--- src/rtl/pipe_pkg.sv ---
// pipe_pkg -- definitions shared by the pipeline register chain.
//   PIPE_NOP_BIT     : fill bit of the default NOP/flush encoding (all zeros).
//   PIPE_DEF_WIDTH   : default payload width.
//   PIPE_NOP_PARITY  : even parity of the default NOP word.
//   occ_width()      : bits needed to count 0..depth occupied stages.
// Optional feature macro used by the chain: PIPE_REG_PARITY_EN.
package pipe_pkg;

  localparam logic PIPE_NOP_BIT    = 1'b0;
  localparam int   PIPE_DEF_WIDTH  = 64;
  localparam logic PIPE_NOP_PARITY = ^{PIPE_DEF_WIDTH{PIPE_NOP_BIT}};

  function automatic int occ_width(input int depth);
    return $clog2(depth + 1);
  endfunction

endpackage

--- src/rtl/pipe_stage.sv ---
// pipe_stage -- one register stage of the pipeline chain.
// Holds a payload word, a valid bit and (with PIPE_REG_PARITY_EN defined)
// an even-parity bit. Flush wins over load; both reset and flush restore
// the NOP word and its parity.
// Ports:
//   clk, rst_n   clock, asynchronous active-low reset
//   load         capture the inputs this edge (chain advance)
//   flush        synchronous clear to NOP / invalid
//   d_in, v_in, p_in     data, valid, parity from the previous stage
//   d_out, v_out, p_out  registered stage contents
module pipe_stage #(
  parameter int               WIDTH     = 64,
  parameter logic [WIDTH-1:0] FLUSH_VAL = '0,
  parameter logic             FLUSH_PAR = 1'b0
) (
  input  logic             clk,
  input  logic             rst_n,
  input  logic             load,
  input  logic             flush,
  input  logic [WIDTH-1:0] d_in,
  input  logic             v_in,
  input  logic             p_in,
  output logic [WIDTH-1:0] d_out,
  output logic             v_out,
  output logic             p_out
);

  // Payload is captured regardless of v_in: an invalid stage still carries data.
  always_ff @(posedge clk or negedge rst_n) begin
    if (!rst_n) begin
      d_out <= FLUSH_VAL;
      v_out <= 1'b0;
    end else if (flush) begin
      d_out <= FLUSH_VAL;
      v_out <= 1'b0;
    end else if (load) begin
      d_out <= d_in;
      v_out <= v_in;
    end
  end

`ifdef PIPE_REG_PARITY_EN
  always_ff @(posedge clk or negedge rst_n) begin
    if (!rst_n) begin
      p_out <= FLUSH_PAR;
    end else if (flush) begin
      p_out <= FLUSH_PAR;
    end else if (load) begin
      p_out <= p_in;
    end
  end
`else
  // No parity storage: the stage reports the NOP parity as a constant.
  logic unused_p_in;
  assign unused_p_in = p_in;
  assign p_out       = FLUSH_PAR;
`endif

endmodule

--- src/rtl/pipe_reg_chain.sv ---
// pipe_reg_chain -- parametrised pipeline register chain.
// A WIDTH-bit payload with a valid bit shifts through DEPTH stages while en
// is high; en low stalls every stage; flush (higher priority) clears all
// stages to FLUSH_VAL/invalid. occupancy counts valid stages incrementally.
// Optional macro PIPE_REG_PARITY_EN: each stage carries an even-parity bit
// and parity_err flags a mismatch on a valid output; otherwise parity_err
// is tied low and parity_inj is ignored.
// Ports:
//   clk, rst_n     clock, asynchronous active-low reset
//   en             advance enable (0 = stall)
//   flush          synchronous flush, wins over en
//   in_valid       data_in carries a real item
//   data_in        payload into stage 0
//   parity_inj     test-only: invert the parity captured at stage 0
//   out_valid      valid bit of the last stage
//   data_out       data of the last stage
//   occupancy      number of valid stages
//   parity_err     parity mismatch on a valid output
module pipe_reg_chain
  import pipe_pkg::*;
#(
  parameter int               WIDTH     = PIPE_DEF_WIDTH,
  parameter int               DEPTH     = 1,
  parameter logic [WIDTH-1:0] FLUSH_VAL = {WIDTH{PIPE_NOP_BIT}}
) (
  input  logic                         clk,
  input  logic                         rst_n,
  input  logic                         en,
  input  logic                         flush,
  input  logic                         in_valid,
  input  logic [WIDTH-1:0]             data_in,
  input  logic                         parity_inj,
  output logic                         out_valid,
  output logic [WIDTH-1:0]             data_out,
  output logic [occ_width(DEPTH)-1:0]  occupancy,
  output logic                         parity_err
);

  localparam int   OCC_W     = occ_width(DEPTH);
  localparam logic FLUSH_PAR = ^FLUSH_VAL;

  logic [WIDTH-1:0] din_p  [DEPTH];
  logic             vin_p  [DEPTH];
  logic             pin_p  [DEPTH];
  logic [WIDTH-1:0] data_p [DEPTH];
  logic             vld_p  [DEPTH];
  logic             par_p  [DEPTH];
  logic [OCC_W-1:0] occ_q;

  // Stage 0 takes the chain inputs; parity_inj deliberately corrupts parity.
  assign din_p[0] = data_in;
  assign vin_p[0] = in_valid;
  assign pin_p[0] = (^data_in) ^ parity_inj;

  for (genvar k = 0; k < DEPTH; k++) begin : g_stage
    if (k > 0) begin : g_link
      assign din_p[k] = data_p[k-1];
      assign vin_p[k] = vld_p[k-1];
      assign pin_p[k] = par_p[k-1];
    end
    pipe_stage #(
      .WIDTH     (WIDTH),
      .FLUSH_VAL (FLUSH_VAL),
      .FLUSH_PAR (FLUSH_PAR)
    ) u_stage (
      .clk   (clk),
      .rst_n (rst_n),
      .load  (en),
      .flush (flush),
      .d_in  (din_p[k]),
      .v_in  (vin_p[k]),
      .p_in  (pin_p[k]),
      .d_out (data_p[k]),
      .v_out (vld_p[k]),
      .p_out (par_p[k])
    );
  end

  // Occupancy tracks the shift: the new item enters as the oldest one leaves.
  always_ff @(posedge clk or negedge rst_n) begin
    if (!rst_n) begin
      occ_q <= '0;
    end else if (flush) begin
      occ_q <= '0;
    end else if (en) begin
      occ_q <= occ_q + OCC_W'(in_valid) - OCC_W'(vld_p[DEPTH-1]);
    end
  end

  assign out_valid = vld_p[DEPTH-1];
  assign data_out  = data_p[DEPTH-1];
  assign occupancy = occ_q;

`ifdef PIPE_REG_PARITY_EN
  assign parity_err = out_valid & ((^data_out) != par_p[DEPTH-1]);
`else
  logic unused_par_last;
  assign unused_par_last = par_p[DEPTH-1];
  assign parity_err      = 1'b0;
`endif

endmodule

--- config.mk ---
export PLATFORM = sky130hd
export DESIGN_NAME = pipe_reg_chain
export DESIGN_NICKNAME = d
export VERILOG_FILES = /design/src/rtl/pipe_pkg.sv /design/src/rtl/pipe_stage.sv /design/src/rtl/pipe_reg_chain.sv
export SDC_FILE = /design/constraint.sdc
export NUM_CORES = 1
export LEC_CHECK = 0
export BUFFER_PORTS_ARGS = -buffer_cell sky130_fd_sc_hd__buf_4
export CAP_MARGIN = 25
export CORE_MARGIN = 4
export CORE_UTILIZATION = 40
export CTS_BUF_LIST = sky130_fd_sc_hd__clkbuf_4
export DETAILED_ROUTE_END_ITERATION = 12
export GPL_TIMING_DRIVEN = 0
export PLACE_DENSITY = 0.72
export SYNTH_ARGS = -nofsm -noshare
export SYNTH_HDL_FRONTEND = slang
export SYNTH_SLANG_ARGS = --single-unit
--- constraint.sdc ---
create_clock -name clk -period 1.2 [get_ports clk]
set_input_delay 0.12 -clock clk [delete_from_list [all_inputs] [get_ports clk]]
set_output_delay 0.12 -clock clk [all_outputs]
set_load 0.05 [all_outputs]
==> out/qor.csv <==
metric,value,unit
status,completed,
fin crit period,1120,ps
switching power,1.67,mW
pwr dens,1180,nW/um2
"Critical Path, Cell by Cell",buf_4,
Initial Util,42.0,%
Synth-to-Final Area Change,70.0,%
final hold viol count,0,
CTS Buf Count,9,
top_reg_cell synth,dfrtp_1,
worst-margin pin slew,825,ps
row count,29,
xor/xnor share of the synthesized area,0.321,%
Mapped Avg Cell Area,12.5,um2
core area,6490,um2
Worst VDD drop,0.000633,V
Ports,137,
DIE WIDTH,90.5,um
largest net degree at the start of global routing,67,
Max Freq,890,MHz
mux contribution to synthesized area,23.9,%
register area share after synthesis,60.6,%
PortBufs,133,
ANT nets after route,0,
Fillers,461,
routability congestion estimate,0.648,
"CP delay by family, top",flip-flops,
footprint of the multi-input gates,931,um2
# nets final,498,
Hold Path Class,input port to register,
Initial DRC Count,58,
combinational share of power,26.2,%
Root Buffer,clkbuf_4,
final worst slack,76.9,ps
cells taking the most area after synthesis,"dfrtp_1 (61%), mux2i_1 (24%), nor2_1 (9.1%), buf_12 (2.2%), buf_4 (1.4%)",
reg2reg start,g_stage[0].u_stage.v_out,
Relative slew margins,45.0,%
"Clk Latency, worst-skew pair",380,ps
CTS tree,built,
critical path data arrival time,1000,ps
H-tree depth,3,
Net Sw Frac,30.6,%
crit path max-delay cell type,dfrtp_2,
Async SR Flop Fraction,100,%
Yosys top cell area share,60.6,%
initial antenna violation count,0,
critical path capture point type,output port,
Hold Crit Start,flush,
# DRC,0,
"Slew Viols, Final",0,
warnings from Yosys,0,
static leakage,2.49,nW
Worst Path Buf+Inv,1,
postcts setup bufs,0,
Mapped Cells,218,
Fin Setup TNS,0,ps
Pre-Repair DR Iteration Count,3,
simple-gate area share of the yosys netlist,9.32,%
DR WL/cell,14.8,um
FF+latch area,1650,um2
Max Cap Violations,0,
Sink Count,66,
dpl ws,85.9,ps
vias,2362,
CP required,1080,ps
all-layer global routing usage,18.8,%
clock-pin slew on the worst setup and hold paths,100,ps
Clock Tree Buf Depth,2,
syn_nets,288,
hold_buf cts,66,
Hold WS,144,ps
grt total ovfl,0,
Ant. Diodes,0,
Worst Setup SP,g_stage[0].u_stage.v_out,
post-synth top area cell,dfrtp_1,
cell area after synthesis,2730,um2
crit-path max FO,3,
Synth Area in Compound Gates,0.505,%
sequential share of power,44.5,%
main combinational cell family by area after synthesis,multiplexers,
chip height,90.5,um
Post-synth EDFFs,0,
Startpoint Class,register,
P_int,3.78,mW
layout cells sized above 1,37.0,%
HPWL Detailed,4770,um
DR vias/cell,4.63,
Setup Viol. Count Final,0,
die area,8200,um2
most frequent cells after synthesis,"dfrtp_1 (66), nor2_1 (66), mux2i_1 (65)",
fin util,71.3,%
unrepaired setup endpoints after global routing,false,
global-route wire length before repair,12400,um
"FF+latch count, synth",66,
Final Cycle Share,93.6,%
Detailed Route WL,7550,um
critical path class,register to output port,
clk_skew,0.0217,ps
library cells used by synthesis,13,
clock power share,29.3,%
Synth Area in Adders,0,%
vias in the first global route,2571,
CTS resizes,0,
total power,5.45,mW
Slowest Stage Delay on Critical Path,430,ps
final cells by class:
class                           instances  area share, %
Clock inverter                          7           1.81
Tap cell                               77           2.08
Multi-Input combinational cell        136           20.1
Sequential cell                        66           35.7
Clock buffer                            9           1.46
Buffer                                 16           3.08
Timing Repair Buffer                  199           35.8
kinds of logic after synthesis:
logic type	Yosys count
buf+inv	16
compound gates	2
flops	66
mux	65
other cells	1
simple gates	67
xor+xnor	1
worst register-to-register path, delay by kind of cell, from the launching register on:
family          cells  cell delay, ps
flops               1             430
compound gates      2             300
xor+xnor            1             180
cells in the final DEF, fill, tap and decap left out:
cell type,Yosys,final
clkinvlp_4,0,1
conb_1,1,1
clkbuf_4,0,9
bufinv_16,0,2
dlygate4sd3_1,0,66
clkinv_2,0,1
buf_2,3,3
nand2b_1,1,1
xor2_1,1,1
clkinv_1,0,3
buf_8,1,1
buf_12,3,3
a31o_2,1,1
nor2_1,66,66
a21oi_1,1,1
buf_4,5,138
clkbuf_1,4,4
mux2i_1,65,65
dfrtp_1,66,65
dfrtp_2,0,1
power by group through the flow:
stage	clock network, mW	registers [mW]	logic, mW
floorplan	0	2.91	0.310
global placement	0	2.46	1.24
detailed placement	0	2.46	1.26
CTS	1.64	2.42	1.43
global route	1.75	2.44	1.52
finish	1.60	2.42	1.43
metal layers:
layer	part of all wire [%]	vias up	GRT usage (%)
met1	41	1132	22.9
met2	51	85	31.9
met3	7.0	10	4.75
li1	-	1135	-
met5	0	-	0
met4	1.2	0	7.40
state kept, by name, summed over array words and instances, names as in the netlist:
signal                 flops
occupancy                  1
g_stage.u_stage.d_out     64
g_stage.u_stage.v_out      1
worst paths after layout:
check | end | slack [ps] | cells after the start
max | out_valid | 80 | 1
min | occupancy | 140 | 3
max reg2reg | occupancy | 190 | 3
min reg2reg | g_stage[0].u_stage.d_out[13] | 540 | 2
max in group asynchronous | g_stage[0].u_stage.v_out | 230 | 2
min in group asynchronous | g_stage[0].u_stage.d_out[7] | 370 | 2
through the flow:
step | instance area (um2) | cells
5_1_grt | 4630 | 510
6_report | 4630 | 510
3_5_place_dp | 3820 | 428
3_3_place_gp | 3820 | 428
2_1_floorplan | 2730 | 218
4_1_cts | 4630 | 510
No activity file was read; power rests on OpenSTA's default activity.
